--- src/rtl/mbist_sequencer.sv ---
// rtl/mbist_sequencer.sv - MBIST scheduler stepping a masked algorithm list into the control decoder
module mbist_sequencer #(
    parameter int NUM_ALGS   = 6,
    parameter int TIMEOUT_W  = 16,
    parameter int GAP_CYCLES = 2
) (
    input  logic                clk,
    input  logic                rst_n,
    input  logic                start,
    input  logic                abort,
    input  logic [NUM_ALGS-1:0] alg_mask,
    input  logic                alg_done,
    input  logic                alg_fail,
    output logic [3:0]          select,
    output logic [2:0]          cur_alg,
    output logic                busy,
    output logic                done,
    output logic                pass,
    output logic [NUM_ALGS-1:0] fail_map,
    output logic                timeout_err
);
    localparam int                   GAP_W     = (GAP_CYCLES > 1) ? $clog2(GAP_CYCLES) : 1;
    localparam logic [GAP_W-1:0]     GAP_LAST  = GAP_W'(GAP_CYCLES - 1);
    localparam logic [TIMEOUT_W-1:0] TIMER_MAX = '1;

    typedef enum logic [2:0] {S_IDLE, S_SELECT, S_RUN, S_GAP, S_DONE} state_t;

    state_t                state, state_nx;
    logic [3:0]            select_nx;
    logic [2:0]            cur_alg_nx;
    logic                  busy_nx, done_nx, pass_nx, timeout_err_nx;
    logic [NUM_ALGS-1:0]   fail_map_nx, mask_q, mask_nx;
    logic [TIMEOUT_W-1:0]  timer, timer_nx;
    logic [GAP_W-1:0]      gap_cnt, gap_cnt_nx;
    logic [3:0]            first_hit, next_hit;

    // Lowest set bit of m at or above index 'from'; bit 3 flags a hit, bits 2:0 the index.
    function automatic logic [3:0] pick_from(input logic [NUM_ALGS-1:0] m, input int from);
        logic [3:0] r;
        r = 4'd0;
        for (int i = NUM_ALGS - 1; i >= 0; i--) begin
            if (m[i] && (i >= from)) begin
                r = {1'b1, 3'(i)};
            end
        end
        return r;
    endfunction

    assign first_hit = pick_from(alg_mask, 0);
    assign next_hit  = pick_from(mask_q, int'(cur_alg) + 1);

    // Next-state and next-output logic; abort overrides every state including a start.
    always_comb begin
        state_nx       = state;
        select_nx      = select;
        cur_alg_nx     = cur_alg;
        busy_nx        = busy;
        done_nx        = 1'b0;
        pass_nx        = pass;
        fail_map_nx    = fail_map;
        timeout_err_nx = timeout_err;
        mask_nx        = mask_q;
        timer_nx       = timer;
        gap_cnt_nx     = gap_cnt;
        if (abort) begin
            state_nx  = S_IDLE;
            select_nx = 4'd0;
            busy_nx   = 1'b0;
            pass_nx   = 1'b0;
        end else begin
            case (state)
                S_IDLE: begin
                    if (start) begin
                        mask_nx        = alg_mask;
                        fail_map_nx    = '0;
                        timeout_err_nx = 1'b0;
                        pass_nx        = 1'b0;
                        busy_nx        = 1'b1;
                        if (first_hit[3]) begin
                            cur_alg_nx = first_hit[2:0];
                            state_nx   = S_SELECT;
                        end else begin
                            state_nx   = S_DONE;
                        end
                    end
                end
                S_SELECT: begin
                    select_nx = {1'b0, cur_alg} + 4'd1;
                    timer_nx  = '0;
                    state_nx  = S_RUN;
                end
                S_RUN: begin
                    if (alg_done) begin
                        fail_map_nx[cur_alg] = alg_fail;
                        select_nx            = 4'd0;
                        gap_cnt_nx           = '0;
                        state_nx             = S_GAP;
                    end else if (timer == TIMER_MAX) begin
                        fail_map_nx[cur_alg] = 1'b1;
                        timeout_err_nx       = 1'b1;
                        select_nx            = 4'd0;
                        gap_cnt_nx           = '0;
                        state_nx             = S_GAP;
                    end else begin
                        timer_nx = timer + 1'b1;
                    end
                end
                S_GAP: begin
                    if (gap_cnt == GAP_LAST) begin
                        if (next_hit[3]) begin
                            cur_alg_nx = next_hit[2:0];
                            state_nx   = S_SELECT;
                        end else begin
                            state_nx   = S_DONE;
                        end
                    end else begin
                        gap_cnt_nx = gap_cnt + 1'b1;
                    end
                end
                S_DONE: begin
                    done_nx  = 1'b1;
                    pass_nx  = ~|fail_map;
                    busy_nx  = 1'b0;
                    state_nx = S_IDLE;
                end
                default: state_nx = S_IDLE;
            endcase
        end
    end

    // State and registered outputs; reset clears everything asynchronously.
    always_ff @(posedge clk or negedge rst_n) begin
        if (!rst_n) begin
            state       <= S_IDLE;
            select      <= 4'd0;
            cur_alg     <= 3'd0;
            busy        <= 1'b0;
            done        <= 1'b0;
            pass        <= 1'b0;
            fail_map    <= '0;
            timeout_err <= 1'b0;
            mask_q      <= '0;
            timer       <= '0;
            gap_cnt     <= '0;
        end else begin
            state       <= state_nx;
            select      <= select_nx;
            cur_alg     <= cur_alg_nx;
            busy        <= busy_nx;
            done        <= done_nx;
            pass        <= pass_nx;
            fail_map    <= fail_map_nx;
            timeout_err <= timeout_err_nx;
            mask_q      <= mask_nx;
            timer       <= timer_nx;
            gap_cnt     <= gap_cnt_nx;
        end
    end
endmodule
--- config.mk ---
export PLATFORM = sky130hd
export DESIGN_NAME = mbist_sequencer
export DESIGN_NICKNAME = d
export VERILOG_FILES = /design/src/rtl/mbist_sequencer.sv
export SDC_FILE = /design/constraint.sdc
export NUM_CORES = 1
export LEC_CHECK = 0
export ABC_AREA = 0
export CAP_MARGIN = 20
export CORE_ASPECT_RATIO = 0.7
export CORE_MARGIN = 2
export CORE_UTILIZATION = 50
export DETAILED_ROUTE_END_ITERATION = 8
export GPL_ROUTABILITY_DRIVEN = 0
export HOLD_SLACK_MARGIN = 0.1
export PLACE_DENSITY = 0.76
export SETUP_SLACK_MARGIN = 0.15
export SLEW_MARGIN = 20
export SYNTH_ARGS = -nofsm -noshare
export SYNTH_HDL_FRONTEND = slang
export SYNTH_SLANG_ARGS = --single-unit
--- constraint.sdc ---
create_clock -name clk -period 2.1 [get_ports clk]
set_input_delay 0.315 -clock clk [delete_from_list [all_inputs] [get_ports clk]]
set_output_delay 0.315 -clock clk [all_outputs]
set_load 0.1 [all_outputs]
# After elaboration in Yosys (flattened, before gate mapping)
# Index checks and enable logic that the tools add are counted.
# word_totals
elab_cells,120
ff_bits,43
input_bits,12
# op_classes
bitwise,2
mux,54
eq_ne,16
n_reduce_logical,25
add_sub_neg,4
magnitude_cmp,8
# ops
op,n
4-bit 2-to-1 mux,15
3-bit 2-to-1 mux,11
16-bit 2-to-1 mux,2
16-bit case mux with 2 select lines,1
6-bit 2-to-1 mux,3
"16-bit by 1-bit adder with 16-bit output, second input constant",1
"16-bit equality test, second input constant",1
"2-bit != test, second input constant",7
1-bit 2-to-1 mux,12
3-bit case mux with 4 select lines,1
6-bit case mux with 2 select lines,1
"3-bit != test, second input constant",3
3-bit AND reduction,3
"3-bit by 1-bit adder with 4-bit output, second input constant",2
"1-bit by 4-bit greater-or-equal comparator with 1-bit output, first input constant",2
"2-bit by 4-bit greater-or-equal comparator with 1-bit output, first input constant",2
"3-bit by 4-bit greater-or-equal comparator with 1-bit output, first input constant",2
1-bit case mux with 2 select lines,4
4-bit case mux with 2 select lines,1
4-bit AND reduction,2
2-bit nonzero test,4
1-bit logical AND,7
6-bit bitwise mux,1
"3-bit by 2-bit equality test with 1-bit output, second input constant",2
17 further kinds,19

# Depth between registers and ports, before layout
# Gate-level depths: netlist (run 1).
# depth
word_depth,13
depth_mapped,8
ltp_nobuf,7

# Least setup slack after synthesis (run 1)
# OpenSTA, ideal clock, no wires.
# synth_timing
kind,register to register
from,reg cur_alg[0]
to,reg cur_alg[0]
setup_ps,125
t_required_ps,1975
t_arrival_ps,2797
synth_period_minus_slack_ps,2922
stages_incl_launch_ff,9
setup_slack_ps,-822
n_path_buf,1
cell_sequence,dfrtp_1 -> clkbuf_1 -> inv_1 -> ha_1 -> a2bb2oi_1 -> o221a_2 -> nor2b_1 -> a31o_2 -> mux2_2
# synth_between
elab_chain_cells,12
word_cells_on_any_way,24
cone_classes,add/sub: 1; order compare: 6; eq/ne: 1; mux: 9; reduce/logical: 7
# synth_lines
element,line,source
start: declaration,15,"output logic [2:0] cur_alg,"
start signal: assignment,148,cur_alg <= cur_alg_nx;
3-bit by 1-bit adder with 4-bit output (*),50,"assign next_hit = pick_from(mask_q, int'(cur_alg) + 1);"
3-bit by 4-bit greater-or-equal comparator with 1-bit output,42,if (m[i] && (i >= from)) begin
1-bit logical AND,42,
4-bit 2-to-1 mux (5 in series),42,
4-bit 2-to-1 mux (*),42,
3-bit 2-to-1 mux,110,if (next_hit[3]) begin
3-bit 2-to-1 mux,109,if (gap_cnt == GAP_LAST) begin
3-bit case mux with 2 select lines,71,case (state)
# Every way passes the cells marked *; elsewhere a longest branch is shown, timed or not. The select of a mux whose other input is x is not followed.
# A chain may end at the register's enable or synchronous reset.

# Worst setup path after layout (run 1)
# Ends and elaborated chain as after synthesis.

==> impl_metrics.xml, run 1 <==
<?xml version="1.0" encoding="UTF-8"?>
<metrics>
  <group name="floorplanning">
    <metric name="initial_core_util" unit="">0.534</metric>
    <metric name="core_box_area" unit="um2">4430</metric>
    <metric name="die_width" unit="um">86.2</metric>
    <metric name="die_height" unit="um">61.5</metric>
    <metric name="pin_count" unit="">29</metric>
    <metric name="fp.dieArea" unit="um2">5300</metric>
    <metric name="row_count" unit="">20</metric>
  </group>
  <group name="logic_synthesis">
    <metric name="syn-cell-area" unit="um2">2360</metric>
    <metric name="share_of_the_yosys_chip_area_belonging_to_registers" unit="">0.455</metric>
    <metric name="synth_area_leaders" unit="">dfrtp_1 (46%), nor2_1 (4.4%), xor2_1 (4.4%)</metric>
    <metric name="synthDistinctLibCells" unit="">49</metric>
    <metric name="synth_edf_count" unit="">0</metric>
    <metric name="synth.cells.most_frequent" unit="">dfrtp_1 (43), nor2_1 (28), o21ai_0 (20), nand2_1 (18)</metric>
    <metric name="syn_nets" unit="">268</metric>
    <metric name="synth-warning-count" unit="">0</metric>
    <metric name="ys_ff_latch" unit="">43</metric>
    <metric name="synth_top_cell_area_share" unit="">0.455</metric>
    <metric name="library_cell_with_the_largest_summed_area_after_synthesis" unit="">dfrtp_1</metric>
    <metric name="synth_async_sr_flop_share" unit="">1.00</metric>
    <metric name="yosys.cell_count.top_type" unit="">dfrtp_1</metric>
    <metric name="synth_cells" unit="">252</metric>
    <metric name="dominantRegCellSynth" unit="">dfrtp_1</metric>
    <metric name="syn-mean-instance-area" unit="um2">9.38</metric>
  </group>
  <group name="worst_setup_path">
    <metric name="worstRegToRegCells" unit="">7</metric>
    <metric name="critPathRequiredTime" unit="ns">2.30</metric>
    <metric name="critPathMaxFanout" unit="">5</metric>
    <metric name="worst_r2r_startpoint" unit="">cur_alg[0]$_DFFE_PN0P_</metric>
    <metric name="critical_path.reg2reg.endpoint" unit="">cur_alg[0]$_DFFE_PN0P_</metric>
    <metric name="cp.arrival" unit="ns">2.14</metric>
    <metric name="cp-end-kind" unit="">register</metric>
    <metric name="critical_path_class" unit="">reg2reg</metric>
    <metric name="rrSetupSlack" unit="ns">0.16</metric>
    <metric name="cp-start-kind" unit="">register</metric>
  </group>
  <group name="timing">
    <metric name="slew-limit-headroom" unit="">0.713</metric>
    <metric name="timing.fmax" unit="GHz">0.515</metric>
    <metric name="rsz0062_at_grt" unit="">yes</metric>
    <metric name="finalHoldWorstSlack" unit="ns">0.484</metric>
    <metric name="finalCritPeriodShare" unit="">0.925</metric>
    <metric name="slew_violations" unit="">0</metric>
    <metric name="period_minus_slack" unit="ns">1.94</metric>
    <metric name="tightest_pin_transition" unit="ns">0.431</metric>
    <metric name="clock_skew" unit="ns">0.00921</metric>
    <metric name="finalSetupViolCount" unit="">0</metric>
    <metric name="finalHoldViolCount" unit="">0</metric>
  </group>
  <group name="route">
    <metric name="ant_nets" unit="">0</metric>
    <metric name="wire_per_inst" unit="um">16.5</metric>
    <metric name="via_per_inst" unit="">5.88</metric>
    <metric name="drc" unit="">0</metric>
    <metric name="first_pass_iters" unit="">6</metric>
    <metric name="drt-initial-drc-count" unit="">161</metric>
    <metric name="vias" unit="">2229</metric>
    <metric name="finalWirelength" unit="um">6240</metric>
  </group>
  <group name="clock_network">
    <metric name="clkSlewWorstSetupHoldPaths" unit="ns">0.09</metric>
    <metric name="clockBufferDepth" unit="">2</metric>
    <metric name="sink_count" unit="">43</metric>
    <metric name="tritoncts_clock_tree" unit="">done</metric>
    <metric name="cts_made_buffers" unit="">5</metric>
    <metric name="clock_tree.htree_level_count" unit="">2</metric>
    <metric name="clock_root_cell" unit="">clkbuf_8</metric>
    <metric name="clk_latency_worst_skew_pair" unit="ns">0.30</metric>
  </group>
  <group name="placement">
    <metric name="place_hpwl" unit="um">4260</metric>
    <metric name="buffer_ports.inserted" unit="">28</metric>
  </group>
  <group name="finish">
    <metric name="finalNetCount" unit="">339</metric>
    <metric name="layout-drive-gt1-share" unit="">0.312</metric>
    <metric name="utilization" unit="">0.725</metric>
    <metric name="area_growth_syn_to_layout" unit="%">35.8</metric>
    <metric name="antenna_cells_inserted" unit="">0</metric>
  </group>
  <group name="global_routing">
    <metric name="maximum_number_of_pins_on_one_net_before_global_route_repair" unit="">27</metric>
    <metric name="first_global_vias" unit="">1974</metric>
    <metric name="number_of_antenna_violations_at_the_first_check_in_global_routing" unit="">0</metric>
    <metric name="wire_length_of_the_first_global_routing_pass" unit="um">9920</metric>
    <metric name="grt.overflow.total" unit="">0</metric>
    <metric name="globalRouteTotalUtil" unit="">0.245</metric>
  </group>
  <group name="pwr">
    <metric name="vdd_drop_max" unit="uV">641</metric>
    <metric name="static-leakage-power" unit="nW">1.48</metric>
    <metric name="pwr_density_cell" unit="nW/um2">1190</metric>
  </group>
  <group name="status">
    <metric name="status" unit="">finished, final reports clean</metric>
  </group>
  <group name="worst_hold_path">
    <metric name="worst_hold_path_type" unit="">in2async</metric>
  </group>
  <group name="run">
    <metric name="max_cap_violations" unit="">0</metric>
  </group>
</metrics>
[state kept, by name (all words and copies together) (netlist names)]
register	flops
mask_q	6
select	4
gap_cnt	1
state	3
cur_alg	3
pass	1
timeout_err	1
busy	1
done	1
fail_map	6
timer	16
[final cells by class]
type,count,area [um2]
well taps,55,68.8
repair buffers,74,584
clock inverters,3,43.8
inverters,7,28.8
flip-flops and latches,43,1080
multi-input cells,192,1330
clock buffers,5,68.8
fillers,308,1220
[per-stage QoR]
| stage | cell area, um2 | power, W | std cells | worst slack, ns | TNS (ns) |
|---|---|---|---|---|---|
| 3_3_place_gp | 2940 | 0.00292 | 359 | -0.182 | -2.24 |
| 5_1_grt | 3210 | 0.00403 | 379 | 0.116 | 0 |
| 3_5_place_dp | 2940 | 0.00295 | 359 | -0.192 | -2.40 |
| 6_report | 3210 | 0.00383 | 379 | 0.157 | 0 |
| 2_1_floorplan | 2430 | 0.00246 | 252 | -0.107 | -0.107 |
| 4_1_cts | 3100 | 0.00368 | 372 | 0.135 | 0 |
[how the worst max path moves through the flow]
stage,slack [ns],startpoint,endpoint,cells after the start
after detailed placement,-0.19,alg_done,timer[5]$_DFFE_PN0P_,6
after floorplan,-0.11,cur_alg[0]$_DFFE_PN0P_,cur_alg[0]$_DFFE_PN0P_,8
final,0.16,cur_alg[0]$_DFFE_PN0P_,cur_alg[0]$_DFFE_PN0P_,7
after CTS,0.14,cur_alg[0]$_DFFE_PN0P_,cur_alg[0]$_DFFE_PN0P_,7
after global routing,0.12,cur_alg[0]$_DFFE_PN0P_,cur_alg[0]$_DFFE_PN0P_,7
after global placement,-0.18,alg_done,timer[5]$_DFFE_PN0P_,6
[cell families (layout without fill, tap and decap cells)]
family,Yosys count,count (layout),share of synthesized area
AO/OA/AOI/OAI,67,67,0.183
XOR/XNOR,13,13,0.0482
adder cells (fa/ha/maj),4,4,0.0212
buffers and inverters,17,89,0.0291
flip-flops,43,43,0.455
multiplexers,7,7,0.0328
AND/OR/NAND/NOR,101,101,0.230
[what timing repair did]
item / 4_1_cts / 5_1_grt
hold buffers: 1 / 0
pin swaps: 0 / 3
endpoints found under the setup margin: 7 / 14
gates resized for setup: 4 / 15
endpoints found under the hold margin: 17 / 0
setup buffers: 4 / 7
[metal layers]
| layer | GRT usage | vias to the layer above | part of all wire |
|---|---|---|---|
| met4 | 0.0692 | 0 | 0.011 |
| li1 | - | 1072 | - |
| met2 | 0.328 | 80 | 0.42 |
| met3 | 0.0536 | 7 | 0.052 |
| met5 | 0 | - | 0 |
| met1 | 0.391 | 1070 | 0.52 |
[worst max-delay path, cell delays in order, from the launching register on]
cell       delay, ns
dfrtp_4         0.53
inv_4           0.09
ha_4            0.22
a2bb2oi_2       0.13
o221a_2         0.26
nor2b_4         0.14
a31o_4          0.17
mux2_4          0.29
[cells in the final DEF, fill, tap and decap left out, drive strengths merged, types with 2 or more instances in the layout]
master	instances
o2bb2ai	2
a2bb2oi	3
xor2	12
buf	63
o21ai	21
o211ai	4
clkinv	2
a22o	2
o41ai	2
nand2b	2
nor4	5
and3	5
nor3b	3
a31oi	2
clkbuf	5
inv	7
and4	4
nand2	18
a31o	2
or4b	2
nor2	30
or4	4
a21boi	2
o21a	3
ha	4
nand4	7
mux2	6
a211oi	2
a21oi	15
dfrtp	43
nand4b	2
clkdlybuf4s50	10
nand3	15
[report_power, final]
| group | internal [W] | switching (W) |
|---|---|---|
| clock | 0.000355 | 0.000313 |
| combinational | 0.000745 | 0.00122 |
| sequential | 0.00100 | 0.000193 |
No activity file was read; power rests on OpenSTA's default activity.
==> run 2, diff against run 1 <==
- GPL_TIMING_DRIVEN: not set -> 0
==> impl_metrics.xml, run 2 (synthesized netlist as in run 1, its figures left out) <==
<?xml version="1.0" encoding="UTF-8"?>
<metrics>
  <group name="status">
    <metric name="status" unit="">finished, final reports clean</metric>
  </group>
  <group name="finish">
    <metric name="layout-drive-gt1-share" unit="">0.249</metric>
    <metric name="design_area" unit="um2">3140</metric>
    <metric name="leading_cell_type_in_the_layout_fill_and_taps_excluded" unit="">dfrtp_1</metric>
    <metric name="finalNetCount" unit="">316</metric>
    <metric name="layout_common_cells" unit="">dfrtp_1 (38), nor2_1 (25), o21ai_0 (19)</metric>
    <metric name="register_ranked_first_by_flip_flop_count" unit="">timer</metric>
    <metric name="area_growth_syn_to_layout" unit="%">32.8</metric>
    <metric name="instances_no_fill" unit="">356</metric>
    <metric name="layout_top_registers" unit="">timer: 16 flops, fail_map: 6 flops, mask_q: 6 flops</metric>
    <metric name="largest_reg_flops" unit="">16</metric>
    <metric name="antenna_cells_inserted" unit="">0</metric>
  </group>
  <group name="timing">
    <metric name="rsz0062_at_grt" unit="">yes</metric>
    <metric name="finalHoldWorstSlack" unit="ns">0.491</metric>
    <metric name="finalCritPeriodShare" unit="">0.983</metric>
    <metric name="setup_total_negative_slack" unit="ns">0</metric>
    <metric name="finalHoldViolCount" unit="">0</metric>
    <metric name="final.setup.worst_slack" unit="ns">0.0348</metric>
    <metric name="clock_skew" unit="ns">0.00487</metric>
    <metric name="slew_violations" unit="">0</metric>
    <metric name="slew-limit-headroom" unit="">0.363</metric>
    <metric name="tightest_pin_transition" unit="ns">0.959</metric>
    <metric name="period_minus_slack" unit="ns">2.07</metric>
    <metric name="finalSetupViolCount" unit="">0</metric>
    <metric name="timing.fmax" unit="GHz">0.484</metric>
  </group>
  <group name="clock_network">
    <metric name="clock_root_cell" unit="">clkbuf_8</metric>
    <metric name="clockBufferDepth" unit="">2</metric>
    <metric name="clk_latency_worst_skew_pair" unit="ns">0.29</metric>
    <metric name="clock_tree.htree_level_count" unit="">2</metric>
    <metric name="clkSlewWorstSetupHoldPaths" unit="ns">0.08</metric>
    <metric name="tritoncts_clock_tree" unit="">done</metric>
    <metric name="cts_made_buffers" unit="">5</metric>
    <metric name="sink_count" unit="">43</metric>
  </group>
  <group name="route">
    <metric name="ant_nets" unit="">0</metric>
    <metric name="finalWirelength" unit="um">5930</metric>
    <metric name="drc" unit="">0</metric>
    <metric name="wire_per_inst" unit="um">16.7</metric>
    <metric name="drt-initial-drc-count" unit="">137</metric>
    <metric name="via_per_inst" unit="">6.03</metric>
    <metric name="vias" unit="">2147</metric>
    <metric name="first_pass_iters" unit="">5</metric>
  </group>
  <group name="worst_setup_path">
    <metric name="critical_path_class" unit="">reg2reg</metric>
    <metric name="cp-start-kind" unit="">register</metric>
    <metric name="critPathMaxFanout" unit="">6</metric>
    <metric name="critPathRequiredTime" unit="ns">2.29</metric>
    <metric name="cp-end-kind" unit="">register</metric>
    <metric name="cp.arrival" unit="ns">2.25</metric>
  </group>
  <group name="floorplanning">
    <metric name="initial_core_util" unit="">0.534</metric>
    <metric name="row_count" unit="">20</metric>
    <metric name="core_box_area" unit="um2">4430</metric>
    <metric name="fp.dieArea" unit="um2">5300</metric>
    <metric name="pin_count" unit="">29</metric>
    <metric name="die_height" unit="um">61.5</metric>
    <metric name="die_width" unit="um">86.2</metric>
  </group>
  <group name="global_routing">
    <metric name="number_of_antenna_violations_at_the_first_check_in_global_routing" unit="">0</metric>
    <metric name="first_global_vias" unit="">1871</metric>
    <metric name="maximum_number_of_pins_on_one_net_before_global_route_repair" unit="">27</metric>
    <metric name="grt.overflow.total" unit="">0</metric>
    <metric name="globalRouteTotalUtil" unit="">0.234</metric>
    <metric name="wire_length_of_the_first_global_routing_pass" unit="um">9470</metric>
  </group>
  <group name="placement">
    <metric name="place.detailed.instances" unit="">336</metric>
    <metric name="buffer_ports.inserted" unit="">28</metric>
    <metric name="place_hpwl" unit="um">3980</metric>
    <metric name="dp_worst_setup_slack" unit="ns">-0.539</metric>
    <metric name="placed_cell_areas" unit="um2">2790</metric>
  </group>
  <group name="run">
    <metric name="max_cap_violations" unit="">0</metric>
  </group>
  <group name="worst_hold_path">
    <metric name="worst_hold_path_type" unit="">in2async</metric>
  </group>
  <group name="pwr">
    <metric name="static-leakage-power" unit="nW">1.42</metric>
    <metric name="pwr_density_cell" unit="nW/um2">1150</metric>
    <metric name="vdd_drop_max" unit="uV">642</metric>
  </group>
</metrics>
==> run 2: cell type report <==
cell class,count,area [um2]
Clock inverter,3,15.0
Fill cell,330,1290
Tap cell,55,68.8
Multi-Input combinational cell,192,1430
Clock buffer,5,68.8
Inverter,7,33.8
Buffer,10,67.6
Sequential cell,43,1090
Timing Repair Buffer,41,367
==> run 2: power breakdown <==
part	internal [W]	switching (W)	total, W
registers	0.00100	0.000168	0.00117
logic	0.000666	0.00127	0.00193
clock network	0.000228	0.000286	0.000513
total	0.00190	0.00172	0.00362
==> run 2: worst paths after layout <==
check                                          end  cells after the start  slack (ns)               startpoint
setup / recovery            cur_alg[0]$_DFFE_PN0P_                      8        0.03   cur_alg[0]$_DFFE_PN0P_
hold / removal               mask_q[1]$_DFFE_PN0P_                      2        0.49                    rst_n
setup reg to reg            cur_alg[0]$_DFFE_PN0P_                      8        0.03   cur_alg[0]$_DFFE_PN0P_
hold reg to reg            timeout_err$_DFFE_PN0P_                      1        0.50  timeout_err$_DFFE_PN0P_
max in group asynchronous   cur_alg[1]$_DFFE_PN0P_                      3        1.12                    rst_n
min in group clk           timeout_err$_DFFE_PN0P_                      1        0.50  timeout_err$_DFFE_PN0P_
==> run 2: metal layers <==
| layer | GRT usage | share of wire | vias up |
|---|---|---|---|
| met4 | 0.0714 | 0.012 | 0 |
| met3 | 0.0483 | 0.056 | 6 |
| met2 | 0.328 | 0.42 | 77 |
| met1 | 0.363 | 0.52 | 1031 |
| met5 | 0 | 0 | - |
| li1 | - | - | 1033 |
==> run 2: worst max-delay path: stages, from the launching register on <==
cell	delay, ns
dfrtp_4	0.51
buf_8	0.15
inv_8	0.06
ha_4	0.22
a2bb2oi_2	0.13
o221a_2	0.26
nor2b_4	0.14
a31o_4	0.19
mux2_4	0.29
==> run 2: timing repair <==
item | CTS | global route
buffers inserted | 6 | 5
endpoints found under the hold margin | 17 | 0
resized for setup | 38 | 34
hold buffers | 1 | 0
endpoints found under the setup margin | 46 | 36
pin swaps | 2 | 4
==> run 2: through the flow <==
step                 util  power, W
floorplan               -   0.00246
global placement    0.627   0.00284
detailed placement  0.631   0.00286
CTS                 0.679   0.00343
global route        0.708   0.00382
finish              0.708   0.00362
